===== src/rtl/instruction_fetch_unit.sv =====
// Fetch stage: program counter, combinational program-memory interface and
// the registered issue slot to decode, with HLT detection and issue counting.
module instruction_fetch_unit #(
    parameter int ADDR_W = 8,
    parameter int INS_W  = 20,
    parameter logic [INS_W-1:0] NOP = '0,
    parameter int CNT_W  = 16
) (
    input  logic              clk,
    input  logic              reset,
    input  logic              stall,
    input  logic              stall_pm,
    input  logic              pc_mux_sel,
    input  logic [ADDR_W-1:0] jmp_loc,
    input  logic [INS_W-1:0]  pm_data,
    output logic [ADDR_W-1:0] pm_addr,
    output logic [INS_W-1:0]  ins_pm,
    output logic [INS_W-1:0]  ins_out,
    output logic [ADDR_W-1:0] cur_addr,
    output logic              halted,
    output logic [CNT_W-1:0]  issue_cnt
);

    localparam logic [4:0] OP_HLT = 5'b10001;

    logic [ADDR_W-1:0] pc;
    logic              issue;
    logic              halt_now;

    assign pm_addr = pc;
    assign ins_pm  = pm_data;

    always_comb begin
        issue    = !halted && !stall_pm;
        halt_now = issue && (pm_data[INS_W-1 -: 5] == OP_HLT);
    end

    // The PC also freezes on the edge that issues HLT, so it stays at the HLT address.
    always_ff @(posedge clk or posedge reset) begin
        if (reset) begin
            pc        <= '0;
            ins_out   <= NOP;
            cur_addr  <= '0;
            halted    <= 1'b0;
            issue_cnt <= '0;
        end else begin
            if (!halted && !halt_now) begin
                if (pc_mux_sel)
                    pc <= jmp_loc;
                else if (!stall)
                    pc <= pc + 1'b1;
            end

            if (issue) begin
                ins_out  <= pm_data;
                cur_addr <= pc;
                if (issue_cnt != '1)
                    issue_cnt <= issue_cnt + 1'b1;
            end else begin
                ins_out <= NOP;
            end

            if (halt_now)
                halted <= 1'b1;
        end
    end

endmodule


===== config.mk =====
export PLATFORM = sky130hd
export DESIGN_NAME = instruction_fetch_unit
export DESIGN_NICKNAME = d
export VERILOG_FILES = /design/src/rtl/instruction_fetch_unit.sv
export SDC_FILE = /design/constraint.sdc
export NUM_CORES = 1
export LEC_CHECK = 0
export BUFFER_PORTS_ARGS = -buffer_cell sky130_fd_sc_hd__buf_2
export CORE_AREA = 2 2 76 78
export CTS_CLUSTER_SIZE = 16
export DETAILED_ROUTE_END_ITERATION = 10
export DIE_AREA = 0 0 78 80
export GPL_TIMING_DRIVEN = 0
export HOLD_SLACK_MARGIN = 0.03
export PLACE_DENSITY = 0.84
export SYNTH_ARGS = -nofsm -noshare
export SYNTH_HDL_FRONTEND = slang
export SYNTH_SLANG_ARGS = --single-unit

===== constraint.sdc =====
create_clock -name clk -period 2.25 [get_ports clk]
set_input_delay 0.225 -clock clk [delete_from_list [all_inputs] [get_ports clk]]
set_output_delay 0.225 -clock clk [all_outputs]
set_load 0.01 [all_outputs]

==> Word level (Yosys, flattened, before mapping) <==
Cells that the tools add are included.
{ "word_totals": {"inputBits": 33, "register_bits": 53, "output_inout_bits": 73, "wordCells": 21} }
{ "op_classes": {"n_addsub": 2, "n_reduce_logical": 8, "eq_ne": 3, "mux": 3} }
{ "ops": {"columns": ["operator", "count"], "rows": [
  ["$mux 20", 1],
  ["$add 16x1->16 const B", 1],
  ["$mux 8", 2],
  ["$ne 16x16->1 const B", 1],
  ["$add 8x1->8 const B", 1],
  ["$eq 5x5->1 const B", 1],
  ["$reduce_and 2->1", 2],
  ["$logic_and 1x1->1", 3],
  ["$logic_not 1->1", 3],
  ["$ne 2x1->1 const B", 1]
]} }

==> Depth between registers and ports, before layout <==
{ "logic_depth": {"word_depth": 6, "depth_mapped": 5, "mapped_depth_nobuf": 5} }

==> Worst setup path after synthesis <==
Ideal clock, no wire load.
{ "synth_path": {"path_type": "flip-flop to flip-flop", "start": "register issue_cnt[0]", "end": "register issue_cnt[1]", "path_stages_with_launch": 6, "required_time_ns": 2.125, "n_path_buf": 0, "slack_ns": 0.531, "arrival_ns": 1.594, "synth_period_minus_slack_ns": 1.719, "setup_time_ns": 0.125, "cell_sequence": "dfrtp_1 > ha_1 > nand3_2 > nor4_4 > nor2_2 > mux2_4"} }
{ "synth_between": {"elab_chain_cells": 2, "word_cells_on_any_way": 3, "classes_between": "add/sub (1); eq/ne (1); reduce/logical (1)"} }
{ "synth_lines": {"columns": ["element", "line_no", "rtl"], "rows": [
  ["start: declaration", "21", "output logic [CNT_W-1:0] issue_cnt"],
  ["start signal: assignment", "58", "issue_cnt <= issue_cnt + 1'b1;"],
  ["branches (longest 2 deep; another with $add 16x1->16)", null, null]
]} }
Several ways; the timed one is not identified.
A chain may end at the register's enable or synchronous reset.

==> Worst setup path after layout <==
{ "layout_path": {"start": "register issue_cnt[1]", "end": "register issue_cnt[1]"} }
Same word-level chain as after synthesis.

==> impl_metrics.toml <==
[cells_and_area]
utilization_pct = 59.1
mostFrequentLayoutCell = "buf_2"
final_cell_mix = "buf_2, dfrtp_1, nand2_1"
final_nets = 380
area_growth_pct = 29.7
drive_gt1_share_pct = 42.6
antenna_cells = 0

[timing]
post-route-period-util_pct = 84.0
skew_ns = 0.0116
fin_crit_ns = 1.89
fin_hold_ws_ns = 0.146
hold_viol_final = 0
finalSetupViolCount = 0
setup_tns_ns = 0
rsz0062_at_grt = "no"
setup_slack_ns = 0.359
slew_viol_final = 0
worst_pin_slew_ns = 0.530
fmaxAchievable_mhz = 529
relSlewSlack_pct = 64.6

[setup_path]
crit_path_max_incr_delay_ns = 0.54
worst_setup_path_start_kind = "flip-flop"
rr_endpoint = "issue_cnt[1]"
crit_start = "issue_cnt[1]"
slowest_stage = "nor4_4"
crit_type = "flip-flop to flip-flop"
reg2reg_depth = 5
rrSetupSlack_ns = 0.36
cp-end-kind = "flip-flop"
r2r-start = "issue_cnt[1]"
cp.required_ns = 2.43
path_cells = "ha_1 -> nand3_2 -> nor4_4 -> nor2_2 -> mux2_4"
crit_end = "issue_cnt[1]"
worstPathMaxFanout = 8
arrival_ns = 2.07

[power_and_ir_drop]
peakVddDrop_mv = 0.517
sw_frac_of_total_pct = 36.0
power_density_nw_per_um2 = 902
p_clk_share_pct = 18.4
p_int_mw = 1.85
p_leak_nw = 1.73
seqPwrFrac_pct = 49.6
power.total_mw = 2.88
power_switching_mw = 1.04
pwr-share-comb_pct = 32.0

[synthesis]
synth_adder_area_share_pct = 1.02
seq_area_frac_synth_pct = 53.8
synth-edff-count = 0
synth_xor_area_share_pct = 4.97
synth_simple_gate_area_share_pct = 23.5
synth.cell_area_um2 = 2460
ys_async_sr_fraction_pct = 100
synth_compound_area_share_pct = 6.19
syn_avg_cell_area_um2 = 10.7
ys_types = 39
synthesis.nets = 266
ys_warn_count = 0
synth_top_family_by_area = "simple AND/OR/NAND/NOR gates"
muxShareOfSynthArea_pct = 2.28
synth-main-ff-cell = "dfrtp_1"
syn_inst = 231
synth-seq-cells = 53

[clock_tree]
ctsHtreeMaxLevel = 2
clkSinkCount = 53
tritoncts = "yes"
cts_hold_buf = 1
post-cts-setup-buffer-count = 0
cts-root-buf = "clkbuf_8"
clock_path_buffers = 2
clk_latency_ns = 0.30
numCtsBuffers = 5
clk_pin_slew_worst_paths_ns = 0.09
cts_resized = 0

[floorplanning]
start_util_pct = 45.6
die_h_um = 80
core_um2 = 5410
core.rowCount = 27
fp.dieW_um = 78
dieArea_um2 = 6240
io-pin-count = 106

[global_routing]
grt_overflow = 0
grt_max_degree = 31
grt_pass1_vias = 1831
grt_usage_pct = 16.8
antenna_found_initial = 0
grt_pass1_wl_um = 8400

[drt]
vias = 2011
totalWireLength_um = 5280
ant_nets = 0
wire_per_inst_um = 12.7
viasPerCell = 4.82
route.detailed.drc = 0
initialDrtViolationCount = 40
first_pass_iters = 4

[placed_design]
place_hpwl_um = 4010
routabilityCongestion = 0.827
dp_slack_ns = 0.382
place.port_buffers = 105

[run_status]
status = "finished, final reports clean"

[job]
max-cap-violations = 0

[min_path]
hold_path.class = "input pin to flip-flop"
-- per-layer routing --
layer	track usage, %	part of all wire [%]
met1	22.2	44
met4	4.74	0.80
met3	3.62	5.9
met5	0	0
met2	27.9	49
-- worst min-delay path by stage --
stage	start	end	slack (ns)	cells past startpoint
global route	pm_data[14]	ins_out[14]	0.13	2
finish	pm_data[8]	ins_out[8]	0.15	2
global placement	pm_data[12]	ins_out[12]	0.45	2
floorplan	pm_data[0]	ins_out[0]	0.35	1
detailed placement	reset	ins_out[2]	0.29	2
CTS	pm_data[8]	ins_out[8]	0.14	2
-- area by class of cell --
class | instances | area [um2]
Multi-Input combinational cell | 145 | 936
Inverter | 5 | 18.8
Tap cell | 72 | 90.1
Timing Repair Buffer | 107 | 556
Clock buffer | 7 | 86.3
Buffer | 28 | 184
Fill cell | 487 | 2210
Sequential cell | 53 | 1330
-- worst max-delay path, delay by kind of cell, from the launching register on --
family	cells	cell delay [ns]
muxes	1	0.31
adders and majority gates	1	0.22
and+or+nand+nor	3	0.81
DFF	1	0.44
-- state kept, by name (all words and copies together) (netlist names) --
name       flops
ins_out       20
pm_addr        8
cur_addr       8
issue_cnt     16
halted         1
-- cells by family after synthesis --
family	Yosys count
buf+inv	33
fa+ha+maj	2
flops	53
mux	5
simple gates	102
compound gates	22
xor+xnor	14
-- cell usage after synthesis, types with 2 or more instances --
master	count	area share, %
a21oi_1	3	0.61
a22o_1	5	1.8
and2_1	20	5.1
and3_1	4	1.0
buf_2	3	0.61
buf_4	20	6.1
clkbuf_1	5	0.76
dfrtp_1	53	54
ha_1	2	1.0
inv_1	5	0.76
mux2i_1	3	1.2
nand2_1	35	5.3
nand3_1	10	2.0
nand4_1	4	1.0
nor2_1	8	1.2
nor2b_1	2	0.51
nor3_1	4	0.81
nor4_1	4	1.0
nor4_4	2	1.7
o21ai_0	8	1.6
xnor2_1	6	2.1
xor2_1	8	2.8
-- power groups by stage --
stage	Combinational, mW	Sequential, mW	Clock, mW
2_1_floorplan	0.436	1.52	0
3_3_place_gp	0.891	1.43	0
3_5_place_dp	0.931	1.45	0
4_1_cts	0.936	1.43	0.548
5_1_grt	1.02	1.47	0.582
6_report	0.922	1.43	0.530
-- through the flow --
| step | instance area [um2] | std cells |
|---|---|---|
| after floorplan | 2460 | 231 |
| after global placement | 3080 | 408 |
| after detailed placement | 3100 | 409 |
| after CTS | 3200 | 417 |
| after global routing | 3200 | 417 |
| final | 3200 | 417 |
Power figures use the tool's default switching activity.
